### src/rtl/pot_scan_seq.sv
// Round-robin A2D sequencer: sweeps NUM_CH slots through A2D_intf and holds one registered result per slot.
// Define POT_SMOOTH_EN to replace direct loads with a first-order IIR (pot += (res - pot) >>> SMOOTH_SH).
module pot_scan_seq #(
    parameter int unsigned          NUM_CH    = 6,
    parameter int unsigned          RES_W     = 12,
    parameter logic [3*NUM_CH-1:0]  CH_MAP    = 18'o732401,
    parameter int unsigned          GAP_CYC   = 0,
    parameter int unsigned          SMOOTH_SH = 2
) (
    input  logic                     clk,
    input  logic                     rst_n,
    input  logic                     en,
    input  logic                     cnv_cmplt,
    input  logic [RES_W-1:0]         res,
    output logic                     strt_cnv,
    output logic [2:0]               chnnl,
    output logic [NUM_CH*RES_W-1:0]  pot,
    output logic [NUM_CH-1:0]        pot_upd,
    output logic                     sweep_done
);

    localparam int unsigned       GAP_W     = (GAP_CYC > 1) ? $clog2(GAP_CYC) : 1;
    localparam logic [GAP_W-1:0]  GAP_LAST  = GAP_W'((GAP_CYC > 0) ? GAP_CYC - 1 : 0);
    localparam logic [2:0]        SLOT_LAST = 3'(NUM_CH - 1);

    typedef enum logic [1:0] {S_IDLE, S_START, S_WAIT, S_GAP} state_t;

    state_t                          state_q, state_d;
    logic [2:0]                      slot_q, slot_d;
    logic [GAP_W-1:0]                gap_cnt_q, gap_cnt_d;
    logic [NUM_CH-1:0][RES_W-1:0]    pot_q, pot_d;
    logic [NUM_CH-1:0]               pot_upd_q, pot_upd_d;
    logic                            sweep_done_q, sweep_done_d;

`ifdef POT_SMOOTH_EN
    logic [NUM_CH-1:0]               primed_q, primed_d;

    // Difference is taken one bit wider and shifted arithmetically (floor), so the
    // step never overshoots the sample and the RES_W-bit sum cannot wrap.
    function automatic logic [RES_W-1:0] smooth(input logic [RES_W-1:0] cur,
                                                input logic [RES_W-1:0] smp);
        logic signed [RES_W:0] diff;
        logic signed [RES_W:0] step;
        diff = $signed({1'b0, smp}) - $signed({1'b0, cur});
        step = diff >>> SMOOTH_SH;
        return cur + RES_W'(step);
    endfunction
`endif

    always_comb begin
        // NOTE: every signal written here gets a default first, so no path can infer a latch.
        state_d      = state_q;
        slot_d       = slot_q;
        gap_cnt_d    = gap_cnt_q;
        pot_d        = pot_q;
        pot_upd_d    = '0;
        sweep_done_d = 1'b0;
        strt_cnv     = 1'b0;
        chnnl        = 3'd0;
`ifdef POT_SMOOTH_EN
        primed_d     = primed_q;
`endif

        case (state_q)
            S_IDLE: begin
                if (en) state_d = S_START;
            end

            S_START: begin
                strt_cnv = 1'b1;
                for (int i = 0; i < NUM_CH; i++) begin
                    if (3'(i) == slot_q) chnnl = CH_MAP[3*i +: 3];
                end
                state_d = S_WAIT;
            end

            S_WAIT: begin
                if (cnv_cmplt) begin
                    for (int i = 0; i < NUM_CH; i++) begin
                        if (3'(i) == slot_q) begin
`ifdef POT_SMOOTH_EN
                            pot_d[i]    = primed_q[i] ? smooth(pot_q[i], res) : res;
                            primed_d[i] = 1'b1;
`else
                            pot_d[i]    = res;
`endif
                            pot_upd_d[i] = 1'b1;
                        end
                    end
                    // A low en stops the sweep after this capture; re-enabling restarts at slot 0.
                    if (slot_q == SLOT_LAST) begin
                        sweep_done_d = 1'b1;
                        slot_d       = 3'd0;
                        if (GAP_CYC > 0) begin
                            state_d   = S_GAP;
                            gap_cnt_d = '0;
                        end else begin
                            state_d = en ? S_START : S_IDLE;
                        end
                    end else begin
                        slot_d  = en ? slot_q + 3'd1 : 3'd0;
                        state_d = en ? S_START : S_IDLE;
                    end
                end
            end

            S_GAP: begin
                if (gap_cnt_q == GAP_LAST) state_d = en ? S_START : S_IDLE;
                else                       gap_cnt_d = gap_cnt_q + GAP_W'(1);
            end

            default: state_d = S_IDLE;
        endcase
    end

    always_ff @(posedge clk or negedge rst_n) begin
        if (!rst_n) begin
            state_q      <= S_IDLE;
            slot_q       <= 3'd0;
            gap_cnt_q    <= '0;
            // NOTE: the result registers are reset too; downstream logic must never see stale values.
            pot_q        <= '0;
            pot_upd_q    <= '0;
            sweep_done_q <= 1'b0;
`ifdef POT_SMOOTH_EN
            primed_q     <= '0;
`endif
        end else begin
            // NOTE: non-blocking assignments so every flop samples the pre-edge values.
            state_q      <= state_d;
            slot_q       <= slot_d;
            gap_cnt_q    <= gap_cnt_d;
            pot_q        <= pot_d;
            pot_upd_q    <= pot_upd_d;
            sweep_done_q <= sweep_done_d;
`ifdef POT_SMOOTH_EN
            primed_q     <= primed_d;
`endif
        end
    end

    assign pot        = pot_q;
    assign pot_upd    = pot_upd_q;
    assign sweep_done = sweep_done_q;

endmodule

### config.mk
export PLATFORM = sky130hd
export DESIGN_NAME = pot_scan_seq
export DESIGN_NICKNAME = d
export VERILOG_FILES = /design/src/rtl/pot_scan_seq.sv
export SDC_FILE = /design/constraint.sdc
export NUM_CORES = 1
export LEC_CHECK = 0
export BUFFER_PORTS_ARGS = -buffer_cell sky130_fd_sc_hd__clkbuf_2
export CAP_MARGIN = 10
export CORE_UTILIZATION = 35
export DETAILED_ROUTE_END_ITERATION = 7
export PLACE_DENSITY_LB_ADDON = 0.15
export SLEW_MARGIN = 20
export SYNTH_ARGS = -nofsm -noshare
export SYNTH_HDL_FRONTEND = slang
export SYNTH_SLANG_ARGS = --single-unit
### constraint.sdc
create_clock -name clk -period 1.9 [get_ports clk]
set_input_delay 0.38 -clock clk [delete_from_list [all_inputs] [get_ports clk]]
set_output_delay 0.38 -clock clk [all_outputs]
set_load 0.005 [all_outputs]
==> run_results.csv <==
group,metric,value,unit
sta,worst_slack,-8.52,ps
floorplan,rows,35,
pwr,power,6.46,mW
final_layout,final_common_cell,"clkbuf_2",
route,drt_wl_total,7.25,mm
floorplan,core_area,9240,µm²
pwr,ir_drop,0.596,mV
final_layout,final_cell_count_no_fill,455,
worst_setup_path,path_class,"reg2out",
worst_setup_path,slowest_delay,460,ps
yosys,seq_area_frac_synth,0.621,
floorplan,die_h,99.8,µm
worst_setup_path,critPathMaxFanout,4,
final_layout,final_cell_mix,"clkbuf_2 (96), dfrtp_1 (80), mux2_2 (45)",
clock_tree,cts_buffers,9,
route,drt_iter0_drc,71,
flow_run,drv_cap,0,
yosys,synthCells,205,
worst_setup_path,path_buf_inv,2,
global_routing,grt_max_degree,35,
sta,finClkSkew,5.31,ps
run_status,failed_checks,"setup timing",
global_routing,first_global_vias,2074,
sta,finalCritPeriodShare,1.00,
route,ant_nets,0,
worst_setup_path,cp-end-kind,"output pin",
yosys,synth_fp_nets,226,
placed_design,numPortBuffers,98,
yosys,synth_cell_types,21,
clock_tree,cts_tree,"built",
route,wire_per_inst,15.9,µm
global_routing,antenna_found_initial,0,
clock_tree,ctsHtreeMaxLevel,3,
worst_hold_path,hold_depth,3,
global_routing,grt_usage,0.153,
clock_tree,cts_root_buf,"clkbuf_8",
sta,rsz0062_at_grt,"true",
clock_tree,cts_sinks,83,
floorplan,die-width,99.8,µm
sta,clock.fmax,524,MHz
placed_design,place_congestion,0.795,
route,vias,2057,
final_layout,fin_nets,342,
floorplan,initial_core_util,0.362,
clock_tree,path_clk_slew,80,ps
pwr,power_leakage,2.28,nW
sta,drv_slew,0,
global_routing,overflow,0,
worst_hold_path,hold_class,"in2reg",
floorplan,io_pins,99,
global_routing,grt_first_pass_wirelength,11.5,mm
yosys,syn_area_per_cell,16.3,µm²
worst_setup_path,reg2reg_from,"slot_q[1]",
sta,hold_violations,0,
final_layout,areaGrowthSynthToFinish,30.5,%
worst_setup_path,arrival,1530,ps
worst_setup_path,crit_required,1520,ps
run_status,outcome,"finished with violations",
worst_setup_path,cp_common_cell,"ha_4",
yosys,syn_area,3350,µm²
worst_setup_path,critical_path.startpoint_type,"flip-flop",
yosys,synth-seq-cells,83,
worst_setup_path,ff2ff_setup_slack,130,ps
final_layout,diodes,0,
yosys,yosys_warnings,0,
floorplan,die_area,9960,µm²
worst_setup_path,critPathSlowestCell,"dfrtp_2",
worst_setup_path,cp_top_family,"flip-flops",
worst_setup_path,r2r-end,"pot[66]",
sta,fin_crit,1910,ps
route,drc,0,
final_layout,drive_gt1_frac,0.666,
sta,slew_headroom,0.683,
clock_tree,clock_latency,350,ps
route,firstDrtPassIters,4,
worst_hold_path,whs_endpoint,"state_q[0]",
placed_design,dp_cells,434,
route,via_per_inst,4.52,
pwr,power_density,1480,nW/µm²
sta,worst_pin_slew,476,ps
placed_design,place_hpwl,5.02,mm
worst_setup_path,cp_cell_sequence,"ha_4, ha_4, inv_2, nand3_2, a21oi_2, buf_2",
worst_setup_path,rr_worst_depth,6,
sta,setup_violations,1,
worst_hold_path,hp-start,"en",
clock_tree,clockBufferDepth,2,
-- kinds of logic (layout without fill, tap and decap cells) --
| kind of cell | Yosys count | after routing | share of synthesized area |
|---|---|---|---|
| DFF | 83 | 83 | 0.621 |
| AOI/OAI and AO/OA | 7 | 7 | 0.0120 |
| muxes | 72 | 72 | 0.273 |
| and+or+nand+nor | 18 | 18 | 0.0280 |
| buffers and inverters | 20 | 141 | 0.0482 |
| adders and majority gates | 5 | 5 | 0.0187 |
-- Yosys cell counts --
cell type,n,share of area
mux2_2,45,0.15
buf_12,3,0.018
buf_6,4,0.013
and3_1,3,0.0056
and3b_1,1,0.0026
or2b_1,1,0.0022
nor2_1,5,0.0056
mux2_4,27,0.12
a21oi_1,2,0.0030
nand3_1,3,0.0045
nand2_1,3,0.0034
buf_4,1,0.0022
buf_2,3,0.0045
a211oi_1,1,0.0022
inv_1,9,0.010
nand2b_1,1,0.0019
o21ai_0,2,0.0030
dfrtp_1,83,0.62
nand3b_1,1,0.0022
ha_1,5,0.019
o22ai_1,2,0.0037
-- metal layers --
layer / up-vias / GRT usage / wire, µm
met5: - / 0 / 0
met4: 0 / 0.0600 / 136
met3: 12 / 0.0383 / 335
met2: 71 / 0.229 / 3190
met1: 1035 / 0.215 / 3580
li1: 939 / - / -
-- how the worst max path moves through the flow --
stage / startpoint / endpoint / depth (start not counted)
after floorplan: slot_q[1] / pot[62] / 6
after CTS: slot_q[0] / chnnl[2] / 6
after global placement: cnv_cmplt / pot[0] / 5
after detailed placement: slot_q[1] / pot[66] / 6
final: slot_q[0] / chnnl[2] / 6
after global routing: slot_q[0] / chnnl[2] / 6
-- power by group --
group	switching, mW	total [mW]	internal [mW]
clock	0.662	1.45	0.792
sequential	0.439	2.89	2.45
combinational	0.795	2.11	1.31
-- sequential cells by signal, indices dropped and copies added, names as in the netlist --
| register | count |
|---|---|
| pot | 72 |
| slot_q | 3 |
| pot_upd | 6 |
| state_q | 2 |
-- what timing repair did --
action	CTS	global route
endpoints found under the hold margin	32	0
setup endpoints to repair	2	2
gates resized for setup	16	3
pin swaps	4	0
buffers inserted	3	2
hold buffers	1	0
-- worst register-to-register path, delay by kind of cell (launching register included) --
kind,cells,cell delay (ps)
adders and majority gates,1,160
buffers and inverters,2,320
DFF,1,450
muxes,1,350
and+or+nand+nor,2,390
-- metrics by stage --
| step | TNS (ps) | hold slack [ps] | util | cell area, µm² | worst slack, ps |
|---|---|---|---|---|---|
| final | -8.52 | 241 | 0.473 | 4370 | -8.52 |
| after global routing | -112 | 248 | 0.473 | 4370 | -72.6 |
| after CTS | -16.9 | 219 | 0.470 | 4350 | -16.9 |
| after detailed placement | 0 | 370 | 0.435 | 4020 | 209 |
| after global placement | 0 | 376 | 0.435 | 4020 | 195 |
| after floorplan | 0 | 84.4 | - | 3350 | 257 |
-- final cells by class --
cell class	instances	area, µm²
well taps	129	161
flip-flops and latches	83	2080
multi-input cells	102	1180
inverters	9	33.8
clock inverters	6	96.3
repair buffers	116	681
clock buffers	10	138
fillers	858	4870
(Power assumes the default switching activity.)
